**config.mk**
```make
export PLATFORM = sky130hd
export DESIGN_NAME = bus_rr_burst_arbiter
export DESIGN_NICKNAME = d
export VERILOG_FILES = /design/src/rtl/bus_rr_burst_arbiter.sv
export SDC_FILE = /design/constraint.sdc
export NUM_CORES = 1
export LEC_CHECK = 0
export BUFFER_PORTS_ARGS = -buffer_cell sky130_fd_sc_hd__buf_4
export CAP_MARGIN = 20
export CORE_ASPECT_RATIO = 1.25
export CORE_MARGIN = 2
export CORE_UTILIZATION = 47
export CTS_BUF_LIST = sky130_fd_sc_hd__clkbuf_8
export CTS_CLUSTER_DIAMETER = 50
export CTS_CLUSTER_SIZE = 25
export DETAILED_ROUTE_END_ITERATION = 8
export GPL_TIMING_DRIVEN = 0
export PLACE_DENSITY = 0.79
export SLEW_MARGIN = 20
export SYNTH_ARGS = -nofsm -noshare
export SYNTH_HDL_FRONTEND = slang
export SYNTH_SLANG_ARGS = --single-unit
export TNS_END_PERCENT = 5
```
**constraint.sdc**
```tcl
create_clock -name clk -period 4.3 [get_ports clk]
set_input_delay 0.86 -clock clk [delete_from_list [all_inputs] [get_ports clk]]
set_output_delay 0.86 -clock clk [all_outputs]
set_load 0.01 [all_outputs]
```
**src/rtl/bus_rr_burst_arbiter.sv**
```systemverilog
// Round-robin burst arbiter for a shared packet bus: pops a source FIFO head,
// decodes its destination ID and pushes it to one driver FIFO or all others.
module bus_rr_burst_arbiter #(
   parameter int         drvrs     = 12,
   parameter int         pckg_sz   = 16,
   parameter logic [7:0] broadcast = 8'hFF,
   parameter int         max_burst = 4
) (
   input  logic                     clk,
   input  logic                     reset,
   input  logic [drvrs-1:0]         pndng,
   input  logic [drvrs*pckg_sz-1:0] D_pop,
   input  logic [drvrs-1:0]         full,
   output logic [drvrs-1:0]         pop,
   output logic [drvrs-1:0]         push,
   output logic [pckg_sz-1:0]       D_push,
   output logic [drvrs-1:0]         gnt,
   output logic                     busy,
   output logic [15:0]              drop_cnt
);
   localparam int IW = (drvrs > 1) ? $clog2(drvrs) : 1;
   localparam int BW = $clog2(max_burst + 1);
   localparam logic [drvrs-1:0] ONE = drvrs'(1);

   typedef enum logic [2:0] {IDLE, LATCH, ROUTE, WAIT_PUSH, NEXT} state_t;

   state_t             state_reg, state_next;
   logic [IW-1:0]      ptr_reg, ptr_next;
   logic [IW-1:0]      win_reg, win_next;
   logic [BW-1:0]      burst_reg, burst_next;
   logic [drvrs-1:0]   target_reg, target_next;
   logic [drvrs-1:0]   gnt_reg, gnt_next;
   logic [drvrs-1:0]   pop_reg, pop_next;
   logic [drvrs-1:0]   push_reg, push_next;
   logic [pckg_sz-1:0] d_push_reg, d_push_next;
   logic [15:0]        drop_reg, drop_next;
   logic               busy_reg;

   logic [pckg_sz-1:0] slice [drvrs];
   logic [IW-1:0]      pick_idx;
   logic               pick_found;
   logic [7:0]         dest;
   logic [drvrs-1:0]   win_onehot;

   for (genvar gi = 0; gi < drvrs; gi++) begin : g_slice
      assign slice[gi] = D_pop[gi*pckg_sz +: pckg_sz];
   end

   assign dest       = d_push_reg[pckg_sz-1 -: 8];
   assign win_onehot = ONE << win_reg;

   // First pending FIFO at or after the rr pointer, wrapping at drvrs-1.
   always_comb begin
      int            cand;
      logic [IW-1:0] cand_idx;
      pick_idx   = '0;
      pick_found = 1'b0;
      cand       = 0;
      cand_idx   = '0;
      for (int k = 0; k < drvrs; k++) begin
         cand = int'(ptr_reg) + k;
         if (cand >= drvrs) cand = cand - drvrs;
         cand_idx = IW'(cand);
         if (!pick_found && pndng[cand_idx]) begin
            pick_found = 1'b1;
            pick_idx   = cand_idx;
         end
      end
   end

   always_comb begin
      state_next  = state_reg;
      ptr_next    = ptr_reg;
      win_next    = win_reg;
      burst_next  = burst_reg;
      target_next = target_reg;
      gnt_next    = gnt_reg;
      pop_next    = '0;
      push_next   = '0;
      d_push_next = d_push_reg;
      drop_next   = drop_reg;
      case (state_reg)
         IDLE: begin
            if (pick_found) begin
               win_next   = pick_idx;
               gnt_next   = ONE << pick_idx;
               burst_next = '0;
               state_next = LATCH;
            end
         end
         LATCH: begin
            if (!pndng[win_reg]) begin
               gnt_next   = '0;
               state_next = IDLE;
            end else begin
               d_push_next = slice[win_reg];
               pop_next    = win_onehot;
               state_next  = ROUTE;
            end
         end
         ROUTE: begin
            if (int'(dest) < drvrs) begin
               target_next = ONE << dest;
               state_next  = WAIT_PUSH;
            end else if (dest == broadcast) begin
               target_next = ~win_onehot;
               state_next  = WAIT_PUSH;
            end else begin
               if (drop_reg != 16'hFFFF) drop_next = drop_reg + 16'd1;
               state_next = NEXT;
            end
         end
         WAIT_PUSH: begin
            // Broadcast waits until every target has room: never a partial push.
            if ((target_reg & full) == '0) begin
               push_next  = target_reg;
               state_next = NEXT;
            end
         end
         NEXT: begin
            burst_next = burst_reg + 1'b1;
            if (pndng[win_reg] && (int'(burst_next) < max_burst)) begin
               state_next = LATCH;
            end else begin
               gnt_next   = '0;
               ptr_next   = (int'(win_reg) == drvrs - 1) ? '0 : win_reg + 1'b1;
               state_next = IDLE;
            end
         end
         default: state_next = IDLE;
      endcase
   end

   always_ff @(posedge clk or negedge reset) begin
      if (!reset) begin
         state_reg  <= IDLE;
         ptr_reg    <= '0;
         win_reg    <= '0;
         burst_reg  <= '0;
         target_reg <= '0;
         gnt_reg    <= '0;
         pop_reg    <= '0;
         push_reg   <= '0;
         d_push_reg <= '0;
         drop_reg   <= '0;
         busy_reg   <= 1'b0;
      end else begin
         state_reg  <= state_next;
         ptr_reg    <= ptr_next;
         win_reg    <= win_next;
         burst_reg  <= burst_next;
         target_reg <= target_next;
         gnt_reg    <= gnt_next;
         pop_reg    <= pop_next;
         push_reg   <= push_next;
         d_push_reg <= d_push_next;
         drop_reg   <= drop_next;
         busy_reg   <= (state_next != IDLE);
      end
   end

   assign pop      = pop_reg;
   assign push     = push_reg;
   assign D_push   = d_push_reg;
   assign gnt      = gnt_reg;
   assign busy     = busy_reg;
   assign drop_cnt = drop_reg;
endmodule

```
======== Word-level counts from Yosys, hierarchy flattened ========
Cells that the tools add are included.
storage, ports and cells
  flip-flop bits (word level) ............. 95
  bits in latches ......................... 0
  RAM bits ................................ 0
  bits in read-only memories .............. 0
  input bits .............................. 218
  output and inout port bits .............. 69
  logic and storage cells ................. 205
  memories kept ........................... 0
operators by class
  $add $sub $neg .......................... 26
  multipliers ............................. 0
  div/mod/pow operators ................... 0
  order comparisons ....................... 28
  equal/unequal tests ..................... 10
  shifts and indexed selects .............. 3
  muxes and demuxes ....................... 85
  bitwise gates (word level) .............. 6
  reductions and logical operators ........ 36
operators by type and width
  kind                                                                count
  2-to-1 mux 12 bit                                                   9
  2-to-1 mux 4 bit                                                    25
  less-than comparator 4 x 5 -> 1 bit (second input constant)         13
  binary-select mux 16 bit (select 4 bit)                             1
  greater-or-equal comparator 5 x 4 -> 1 bit (second input constant)  11
  binary-select mux 1 bit (select 4 bit)                              13
  subtractor 4 bit (second input constant)                            12
  one-hot mux 12 bit (3 select lines)                                 1
  2-to-1 mux 16 bit                                                   2
  2-to-1 mux 1 bit                                                    26
  << shifter 1 x 4 -> 12 bit (first input constant)                   2
  adder 4 x 3 -> 5 bit (second input constant)                        4
  adder 4 x 4 -> 5 bit (second input constant)                        4
  adder 16 x 1 -> 16 bit (second input constant)                      1
  != test 16 bit (second input constant)                              1
  2-to-1 mux 3 bit                                                    5
  one-hot mux 3 bit (5 select lines)                                  1
  AND 12 bit                                                          1
  logical AND 1 bit                                                   12
  logical NOT 12 bit                                                  1
  NOT 12 bit                                                          1
  << shifter 1 x 8 -> 12 bit (first input constant)                   1
  logical NOT 1 bit                                                   11
  adder 4 x 2 -> 5 bit (second input constant)                        2
  other kinds (22)                                                    34

======== Logic depth before layout (Yosys ltp) ========
Gate-level depths: netlist of run 1.
  word-level depth ........................ 41
  depth in mapped cells ................... 21
  mapped depth without buffers ............ 17

======== Worst setup path after synthesis of run 1 ========
No wires, ideal clock.
  path type ............................... register -> register
  from .................................... reg ptr_reg[1]
  to ...................................... reg gnt_reg[0], in the netlist gnt[0]
  setup time .............................. 0.122 ns
  data arrival time ....................... 4.102 ns
  required time ........................... 4.178 ns
  path slack .............................. 0.077 ns
  stages on the path, launching flop included .. 20
  path buffers ............................ 4
  clock period less this slack ............ 4.223 ns
  cell sequence ........................... dfrtp_1 -> buf_4 -> buf_2 -> inv_1 -> ha_1 -> clkbuf_1 -> xnor2_1 -> ha_1 -> a21o_1 -> a21oi_1 -> o31a_1 -> o21a_1 -> o21a_1 -> nor4b_4 -> buf_6 -> and2b_4 -> o2bb2ai_2 -> o22ai_2 -> a22o_2 -> a32o_1
on the way
  longest elaborated chain between the ends .. 41
  elaborated cells between the ends (all ways) .. 122
  classes of those cells .................. 23 x add/sub; 12 x order compare; 1 x eq/ne; 1 x shift; 62 x mux; 23 x reduce/logical
ends and longest elaborated chain
  what                                                           line  RTL
  start: declaration                                             28    logic [IW-1:0] ptr_reg, ptr_next;
  start signal: assignment                                       149   ptr_reg <= ptr_next;
  branches (longest 41 deep; another with adder 4 x 1 -> 5 bit)  n/a
  end signal: assignment                                         153   gnt_reg <= gnt_next;
  end: declaration                                               32    logic [drvrs-1:0] gnt_reg, gnt_next;
Parallel ways; which one is timed is not known. The select of a mux whose other input is x is not followed.
A chain may end at the register's enable or synchronous reset.

======== Final worst setup path of run 1 ========
  from .................................... reg ptr_reg[1]
  to ...................................... reg gnt_reg[2], in the netlist gnt[2]
Same word-level chain as after synthesis.

==> results of run 1 <==
==> final cells by class <==
type	instances	area (um2)	share of cell area
Multi-Input combinational cell	668	5522	0.4950
Timing Repair Buffer	315	2395	0.2147
Sequential cell	95	2382	0.2135
Tap cell	220	275.3	0.02467
Buffer	47	259.0	0.02322
Clock buffer	11	151.4	0.01357
Inverter	26	108.9	0.009758
Clock inverter	5	62.56	0.005608
==> per-layer routing <==
| metal | part of all wire | vias to the layer above | GRT usage |
|---|---|---|---|
| met5 | 0.00049 | - | 0 |
| met4 | 0.029 | 2 | 0.09826 |
| met3 | 0.11 | 78 | 0.08918 |
| met2 | 0.47 | 556 | 0.5136 |
| met1 | 0.39 | 4167 | 0.4231 |
| li1 | - | 3822 | - |
==> critical path, cell delays in order (launching register included) <==
cell	delay [ns]
sky130_fd_sc_hd__dfrtp_2	0.44
sky130_fd_sc_hd__buf_12	0.16
sky130_fd_sc_hd__clkinvlp_4	0.19
sky130_fd_sc_hd__ha_4	0.22
sky130_fd_sc_hd__a21oi_4	0.18
sky130_fd_sc_hd__xnor2_4	0.18
sky130_fd_sc_hd__inv_2	0.11
sky130_fd_sc_hd__ha_4	0.17
sky130_fd_sc_hd__a21o_1	0.21
sky130_fd_sc_hd__o31a_1	0.37
sky130_fd_sc_hd__o21a_1	0.22
sky130_fd_sc_hd__o21a_2	0.26
sky130_fd_sc_hd__nor4b_4	0.37
sky130_fd_sc_hd__buf_2	0.23
sky130_fd_sc_hd__o221ai_1	0.13
sky130_fd_sc_hd__and4_4	0.22
sky130_fd_sc_hd__nor2_1	0.15
sky130_fd_sc_hd__nor3_2	0.08
sky130_fd_sc_hd__a32o_1	0.28
==> cells in the final DEF, fill, tap and decap left out, types with 8 or more instances in the layout <==
cell type                  synthesis  layout
sky130_fd_sc_hd__xor2_1            8       8
sky130_fd_sc_hd__o21ai_0          59      55
sky130_fd_sc_hd__nand3_1          13      13
sky130_fd_sc_hd__a21o_1            8       8
sky130_fd_sc_hd__nor3_1           15      15
sky130_fd_sc_hd__a21oi_1          71      67
sky130_fd_sc_hd__mux4_2           61      61
sky130_fd_sc_hd__inv_1            21      18
sky130_fd_sc_hd__a32o_1           11      11
sky130_fd_sc_hd__clkbuf_1         32      29
sky130_fd_sc_hd__and3_1           13      12
sky130_fd_sc_hd__a22oi_1           9       9
sky130_fd_sc_hd__nand2b_1          9       9
sky130_fd_sc_hd__nand2_1         110     110
sky130_fd_sc_hd__ha_1             32      29
sky130_fd_sc_hd__nor2_1           53      52
sky130_fd_sc_hd__clkbuf_8          0      11
sky130_fd_sc_hd__a31oi_1          17      15
sky130_fd_sc_hd__nand4_1          12      12
sky130_fd_sc_hd__dfrtp_1          95      93
sky130_fd_sc_hd__buf_4             2     313
sky130_fd_sc_hd__and2_1           19      19
sky130_fd_sc_hd__xnor2_1          17      15
==> what timing repair did <==
item                                    4_1_cts  5_1_grt
buffers inserted                             10       17
endpoints found under the setup margin       21       20
resized for setup                            33       33
pin swaps                                     3       18
gates cloned                                  0        1
==> report_power, final <==
group	internal (W)	leakage (nW)	switching [W]
clock network	0.000305	0.103	0.000325
registers	0.00113	1.26	0.000223
logic	0.00245	3.73	0.00310
total	0.00388	5.10	0.00365
==> worst max-delay path by stage <==
stage | from | end | slack [ns] | depth (start not counted)
2_1_floorplan | ptr_reg[1]$_DFFE_PN0P_ | gnt[0]$_DFFE_PN0P_ | 0.08 | 19
3_3_place_gp | ptr_reg[1]$_DFFE_PN0P_ | gnt[2]$_DFFE_PN0P_ | -0.74 | 19
3_5_place_dp | ptr_reg[1]$_DFFE_PN0P_ | gnt[2]$_DFFE_PN0P_ | -0.88 | 19
4_1_cts | ptr_reg[2]$_DFFE_PN0P_ | gnt[2]$_DFFE_PN0P_ | 0.0006 | 18
5_1_grt | ptr_reg[1]$_DFFE_PN0P_ | gnt[2]$_DFFE_PN0P_ | -0.11 | 18
6_report | ptr_reg[1]$_DFFE_PN0P_ | gnt[2]$_DFFE_PN0P_ | 0.008 | 18
==> cell families (layout without fill, tap and decap cells) <==
family                     after synthesis  after routing  share of synthesized area
buffers and inverters                   76            404                    0.04246
DFF                                     95             95                     0.2977
AOI/OAI and AO/OA                      242            242                     0.1985
and+or+nand+nor                        295            295                     0.1900
muxes                                   72             72                     0.1883
xor gates and xnor gates                27             27                    0.03290
adders and majority gates               32             32                    0.05013
==> per-stage QoR <==
step                hold slack, ns  setup TNS [ns]
finish                      0.4957               0
global route                0.5095          -1.038
CTS                         0.4956               0
detailed placement          0.4751          -16.14
global placement            0.4644          -13.34
floorplan                   0.4641               0
==> metrics.txt, run 1 <==
Finish-stage setup viols 0; R2R cell count 18; final-stage net count roughly 1400; run status complete, no violations; WS Path Type reg2reg; placed instance count between 1000 and 1500; total count of max-transition violations in the final report 0; leakage power 5.098 nW; RSZ-0062 raised after global routing yes; crit path launch type register; H-tree depth reported by CTS 3; Final Total Pwr 0.007532 W; warning count from the yosys run 0; vias in the first global route 8078; time the worst path needs with I/O delays and setup 4.292 ns; maximum number of pins on one net before global-route repair 50; gate count of the mapped netlist 839; required time at the endpoint of the critical path between 4 and 5 ns; Post-synth top flop sky130_fd_sc_hd__dfrtp_1; maximum root-to-sink buffer count 2; insertion delay to the later sink of the worst-skew pair approximately 0.36 ns; buffers added on ports 286; overall die width 120.6 um; cts-stage hold buffer count 0; half-perimeter wire length after detailed placement approximately 24 mm; total detailed-routing wirelength 30.36 mm; worst supply voltage drop on vdd 0.4364 mV; antenna violations before repair 1; share of post-route cells with drive strength above 1 0.4105; core region area around 17000 um2; fmax ~230 MHz; all-layer global routing usage 0.3204; Seq/Total Area, Yosys 0.2977; total number of vias 8625; top post-synthesis cells by count sky130_fd_sc_hd__nand2_1 (110), sky130_fd_sc_hd__dfrtp_1 (95), sky130_fd_sc_hd__a21oi_1 (71); Finished Cell Area 11160 um2; number of I/O pins approximately 290; top cell type by total area after synthesis sky130_fd_sc_hd__dfrtp_1; fraction of the cycle the final worst path needs 0.9981; synthesis-stage register bit count between 90 and 100; power per standard cell area about 680 nW/um2; Worst setup EP type register; CTS tree yes; worst setup skew after layout 0.01245 ns; fraction of synthesis flops using an asynchronous set or reset pin 1.000; worst setup slack for register-to-register paths 0.008 ns; total global routing overflow 0; Worst-path clk slew 0.09 ns; root buffer cell sky130_fd_sc_hd__clkbuf_8; Via-to-Cell Ratio 6.218; number of clock sinks seen by CTS 95; number of detailed-routing iterations run before antenna repair 5; DRC violations left 0; count of distinct cell types in the synthesized netlist 90; weighted congestion reported at the end of routability-driven placement 0.9704; class of the worst hold path reg2reg; number of buffers added by the clock tree synthesis step 9; total nets after synthesis 1089; Max-Slew Margin vs Limit 0.4160; Least-Margin Pin Slew 0.8761 ns; cell with the most instances after synthesis sky130_fd_sc_hd__nand2_1; Core Rows 53; die outline area ~18000 um2; floorplan die height approximately 150 um; setup ws final slightly above 0.008 ns; worst reg2reg path startpoint ptr_reg[1]$_DFFE_PN0P_; post-DR wirelength/cell 21.89 um; area overhead of the layout relative to synthesis 39.68%; endpoint of the worst-slack reg-to-reg timing path gnt[2]$_DFFE_PN0P_; worst hold path depth 1; ant diodes 0; share of the core filled with cells 0.6676; per-instance average area after synthesis 9.519 um2; highest fanout seen on the critical path 13; count of routing violations after the opening detailed-route iteration 880; worst-case setup slack after placement -0.8838 ns; critical hold path startpoint drop_cnt[5]$_DFFE_PN0P_; Max Cap Viol 0; first-pass GRT wire length 44.74 mm; area share of the largest cell type after synthesis 0.2977; non-filler instance count after layout 1387; number of enable flip-flop cells after synthesis 0; Hold Fails Final Rpt 0; post-synth design cell area about 8000 um2; top cells by area, synth sky130_fd_sc_hd__dfrtp_1 (30%), sky130_fd_sc_hd__mux4_2 (17%), sky130_fd_sc_hd__nand2_1 (5.2%); arrival time at the worst endpoint 4.54 ns; starting density of the core 0.4779; DP Area 10440 um2; number of nets still failing antenna checks after routing 0; Filler cells roughly 1400; worst hold path endpoint drop_cnt[5]$_DFFE_PN0P_
No activity file was read; power rests on OpenSTA's default activity.
==> inputs of run 2 (changes only) <==
--- a/config.mk
+++ b/config.mk
@@ -5,13 +5,14 @@
 export SDC_FILE = /design/constraint.sdc
 export NUM_CORES = 1
 export LEC_CHECK = 0
+export ABC_AREA = 1
 export BUFFER_PORTS_ARGS = -buffer_cell sky130_fd_sc_hd__buf_4
 export CAP_MARGIN = 20
 export CORE_ASPECT_RATIO = 1.25
 export CORE_MARGIN = 2
 export CORE_UTILIZATION = 47
 export CTS_BUF_LIST = sky130_fd_sc_hd__clkbuf_8
-export CTS_CLUSTER_DIAMETER = 50
+export CTS_CLUSTER_DIAMETER = 40
 export CTS_CLUSTER_SIZE = 25
 export DETAILED_ROUTE_END_ITERATION = 8
 export GPL_TIMING_DRIVEN = 0
==> metrics.txt, run 2 <==
Final Total Pwr 0.009080 W (was 0.007532 W); part of the power in combinational logic 0.776 (was 0.737); first-pass GRT wire length 47.38 mm (was 44.74 mm); number of clock sinks seen by CTS 95 (unchanged); insertion delay to the later sink of the worst-skew pair 0.37 ns (was 0.36 ns); fmax 247.7 MHz (was 233.0 MHz); core region area 16780 um2 (was 16710 um2); count of routing violations after the opening detailed-route iteration 786 (was 880); number of detailed-routing iterations run before antenna repair 7 (was 5); total internal power 0.003667 W (was 0.003884 W); post-synth design cell area 8033 um2 (was 7986 um2); leading cell type in the layout, fill and taps excluded sky130_fd_sc_hd__nand2_1 (was sky130_fd_sc_hd__buf_4); commonest cells after routing, fill and taps aside sky130_fd_sc_hd__nand2_1 (303), sky130_fd_sc_hd__buf_4 (293), sky130_fd_sc_hd__nor2_1 (191), sky130_fd_sc_hd__o21ai_0 (134), sky130_fd_sc_hd__inv_1 (109) (was sky130_fd_sc_hd__buf_4 (313), sky130_fd_sc_hd__nand2_1 (110), sky130_fd_sc_hd__dfrtp_1 (93), sky130_fd_sc_hd__a21oi_1 (67), sky130_fd_sc_hd__mux4_2 (61)); Core Rows 53 (unchanged); starting density of the core 0.4788 (was 0.4779); ant diodes 0 (unchanged); worst setup skew after layout 0.01320 ns (was 0.01245 ns); Least-Margin Pin Slew 0.8589 ns (was 0.8761 ns); root buffer cell sky130_fd_sc_hd__clkbuf_8 (unchanged); DRC violations left 0 (unchanged); area share of the largest cell type after synthesis 0.2960 (was 0.2977); top post-synthesis cells by count sky130_fd_sc_hd__nand2_1 (306), sky130_fd_sc_hd__nor2_1 (193), sky130_fd_sc_hd__o21ai_0 (135) (was sky130_fd_sc_hd__nand2_1 (110), sky130_fd_sc_hd__dfrtp_1 (95), sky130_fd_sc_hd__a21oi_1 (71)); total count of max-transition violations in the final report 0 (unchanged); warning count from the yosys run 0 (unchanged); Post-synth top flop sky130_fd_sc_hd__dfrtp_1 (unchanged); switching pwr 0.005412 W (was 0.003649 W); highest fanout seen on the critical path 14 (was 13); run status complete, no violations (unchanged); floorplan die height 150.2 um (was 149.7 um); leakage power 5.471 nW (was 5.098 nW); Worst setup EP type register (unchanged); fraction of the cycle the final worst path needs 0.9389 (was 0.9981); CTS tree yes (unchanged); number of nets still failing antenna checks after routing 0 (unchanged); WS Path Type reg2reg (unchanged); Via-to-Cell Ratio 5.610 (was 6.218); weighted congestion reported at the end of routability-driven placement 0.9897 (was 0.9704); cell with the most instances after synthesis sky130_fd_sc_hd__nand2_1 (unchanged); number of I/O pins 287 (unchanged); per-instance average area after synthesis 6.483 um2 (was 9.519 um2); share of power burned in registers 0.158 (was 0.179); required time at the endpoint of the critical path 4.61 ns (was 4.55 ns); final-stage net count 1788 (was 1412); total detailed-routing wirelength 31.53 mm (was 30.36 mm); Filler cells 1599 (was 1395); Finished Cell Area 10730 um2 (was 11160 um2); Max Cap Viol 0 (unchanged); count of distinct cell types in the synthesized netlist 49 (was 90); post-DR wirelength/cell 17.88 um (was 21.89 um); number of enable flip-flop cells after synthesis 0 (unchanged); total nets after synthesis 1489 (was 1089); crit path launch type register (unchanged); maximum number of pins on one net before global-route repair 96 (was 50); class of the worst hold path reg2reg (unchanged); half-perimeter wire length after detailed placement 25.85 mm (was 24.31 mm); gate count of the mapped netlist 1239 (was 839); Hold Fails Final Rpt 0 (unchanged); synthesis-stage register bit count 95 (unchanged); top cells by area, synth sky130_fd_sc_hd__dfrtp_1 (30%), sky130_fd_sc_hd__nand2_1 (14%), sky130_fd_sc_hd__nor2_1 (9.0%) (was sky130_fd_sc_hd__dfrtp_1 (30%), sky130_fd_sc_hd__mux4_2 (17%), sky130_fd_sc_hd__nand2_1 (5.2%)); time the worst path needs with I/O delays and setup 4.037 ns (was 4.292 ns); DP Area 10460 um2 (was 10440 um2); overall die width 120.9 um (was 120.6 um); area overhead of the layout relative to synthesis 33.63% (was 39.68%); Seq/Total Area, Yosys 0.2960 (was 0.2977); number of buffers added by the clock tree synthesis step 9 (unchanged); switching fraction of total power 0.5961 (was 0.4844); Clk pwr share 0.065 (was 0.084); buffers added on ports 286 (unchanged); share of post-route cells with drive strength above 1 0.2391 (was 0.4105); Max-Slew Margin vs Limit 0.4274 (was 0.4160); antenna violations before repair 0 (was 1); vias in the first global route 9401 (was 8078); power per standard cell area 845.9 nW/um2 (was 675.2 nW/um2); Worst-path clk slew 0.11 ns (was 0.09 ns); maximum root-to-sink buffer count 2 (unchanged); all-layer global routing usage 0.3350 (was 0.3204); top cell type by total area after synthesis sky130_fd_sc_hd__dfrtp_1 (unchanged); fraction of synthesis flops using an asynchronous set or reset pin 1.000 (unchanged); worst supply voltage drop on vdd 0.5682 mV (was 0.4364 mV); Finish-stage setup viols 0 (unchanged); total number of vias 9890 (was 8625); total global routing overflow 0 (unchanged); arrival time at the worst endpoint 4.34 ns (was 4.54 ns); H-tree depth reported by CTS 3 (unchanged); die outline area 18160 um2 (was 18060 um2)
## run 2: final timing paths
kind                                        start                 endpoint  slack [ns]  cells past startpoint
max in group asynchronous                   reset   ptr_reg[1]$_DFFE_PN0P_        3.11                      1
min in group asynchronous                   reset  drop_cnt[8]$_DFFE_PN0P_        0.57                      1
max reg2reg                ptr_reg[1]$_DFFE_PN0P_       gnt[3]$_DFFE_PN0P_        0.26                     21
min reg2reg                    gnt[9]$_DFFE_PN0P_       gnt[9]$_DFFE_PN0P_        0.49                      2
min                            gnt[9]$_DFFE_PN0P_       gnt[9]$_DFFE_PN0P_        0.49                      2
max                        ptr_reg[1]$_DFFE_PN0P_       gnt[3]$_DFFE_PN0P_        0.26                     21
## run 2: routing by layer
metal / GRT usage / wire, um
met3: 0.06174 / 2526
met5: 0 / 0
met2: 0.6020 / 16070
met1: 0.3642 / 11120
met4: 0.1988 / 1816
## run 2: logic make-up (layout without fill, tap and decap cells)
group / Yosys count / count (layout) / share of synthesized area
AO/OA/AOI/OAI: 261 / 261 / 0.1935
XOR/XNOR: 21 / 21 / 0.02383
adder cells (fa/ha/maj): 32 / 32 / 0.04984
buffers and inverters: 176 / 480 / 0.08723
flip-flops: 95 / 95 / 0.2960
AND/OR/NAND/NOR: 654 / 654 / 0.3497
## run 2: worst max-delay path, stage by stage (launching register included)
cell	delay, ns
sky130_fd_sc_hd__dfrtp_2	0.48
sky130_fd_sc_hd__buf_4	0.20
sky130_fd_sc_hd__inv_2	0.12
sky130_fd_sc_hd__buf_6	0.19
sky130_fd_sc_hd__ha_1	0.23
sky130_fd_sc_hd__inv_1	0.09
sky130_fd_sc_hd__nand2_1	0.08
sky130_fd_sc_hd__nand2_2	0.12
sky130_fd_sc_hd__ha_1	0.22
sky130_fd_sc_hd__a221oi_1	0.36
sky130_fd_sc_hd__o21ai_1	0.17
sky130_fd_sc_hd__o21ai_2	0.27
sky130_fd_sc_hd__inv_1	0.12
sky130_fd_sc_hd__o31ai_4	0.34
sky130_fd_sc_hd__inv_1	0.09
sky130_fd_sc_hd__nand2_1	0.07
sky130_fd_sc_hd__nand2_1	0.13
sky130_fd_sc_hd__nor2_4	0.23
sky130_fd_sc_hd__inv_2	0.12
sky130_fd_sc_hd__a21oi_4	0.20
sky130_fd_sc_hd__nand2_1	0.07
sky130_fd_sc_hd__nand2_1	0.06
## run 2: final cells by class
| type | count | area (um2) | area share |
|---|---|---|---|
| buffer | 57 | 255.2 | 0.02378 |
| clock inverter | 6 | 57.56 | 0.005362 |
| clock buffer | 10 | 137.6 | 0.01282 |
| sequential | 95 | 2381 | 0.2218 |
| multi-input combinational | 968 | 5012 | 0.4670 |
| tap | 220 | 275.3 | 0.02564 |
| timing repair buffer | 288 | 2166 | 0.2018 |
| inverter | 119 | 449.2 | 0.04185 |
## run 2: stage by stage
step,hold WS (ns),TNS [ns],worst slack [ns],util,instances
2_1_floorplan,0.4668,0,0.8443,-,1239
3_3_place_gp,0.4666,-0.09206,-0.02278,0.6232,1745
3_5_place_dp,0.4689,-0.2259,-0.05499,0.6234,1745
4_1_cts,0.4942,0,0.02087,0.6358,1762
5_1_grt,0.5165,-0.0007625,-0.0007625,0.6398,1763
6_report,0.4916,0,0.2627,0.6398,1763
## run 2: what timing repair did
action / 4_1_cts / 5_1_grt
hold buffers: 0 / 0
endpoints found under the setup margin: 9 / 21
pin swaps: 1 / 2
gates resized for setup: 2 / 16
buffers inserted: 1 / 1
## run 2: power by group through the flow
| stage | logic (W) | registers, W | clock network [W] |
|---|---|---|---|
| after floorplan | 0.00473 | 0.00142 | 0 |
| after global placement | 0.00662 | 0.00143 | 0 |
| after detailed placement | 0.00674 | 0.00144 | 0 |
| after CTS | 0.00679 | 0.00143 | 0.000598 |
| after global routing | 0.00776 | 0.00147 | 0.000638 |
| final | 0.00705 | 0.00144 | 0.000593 |
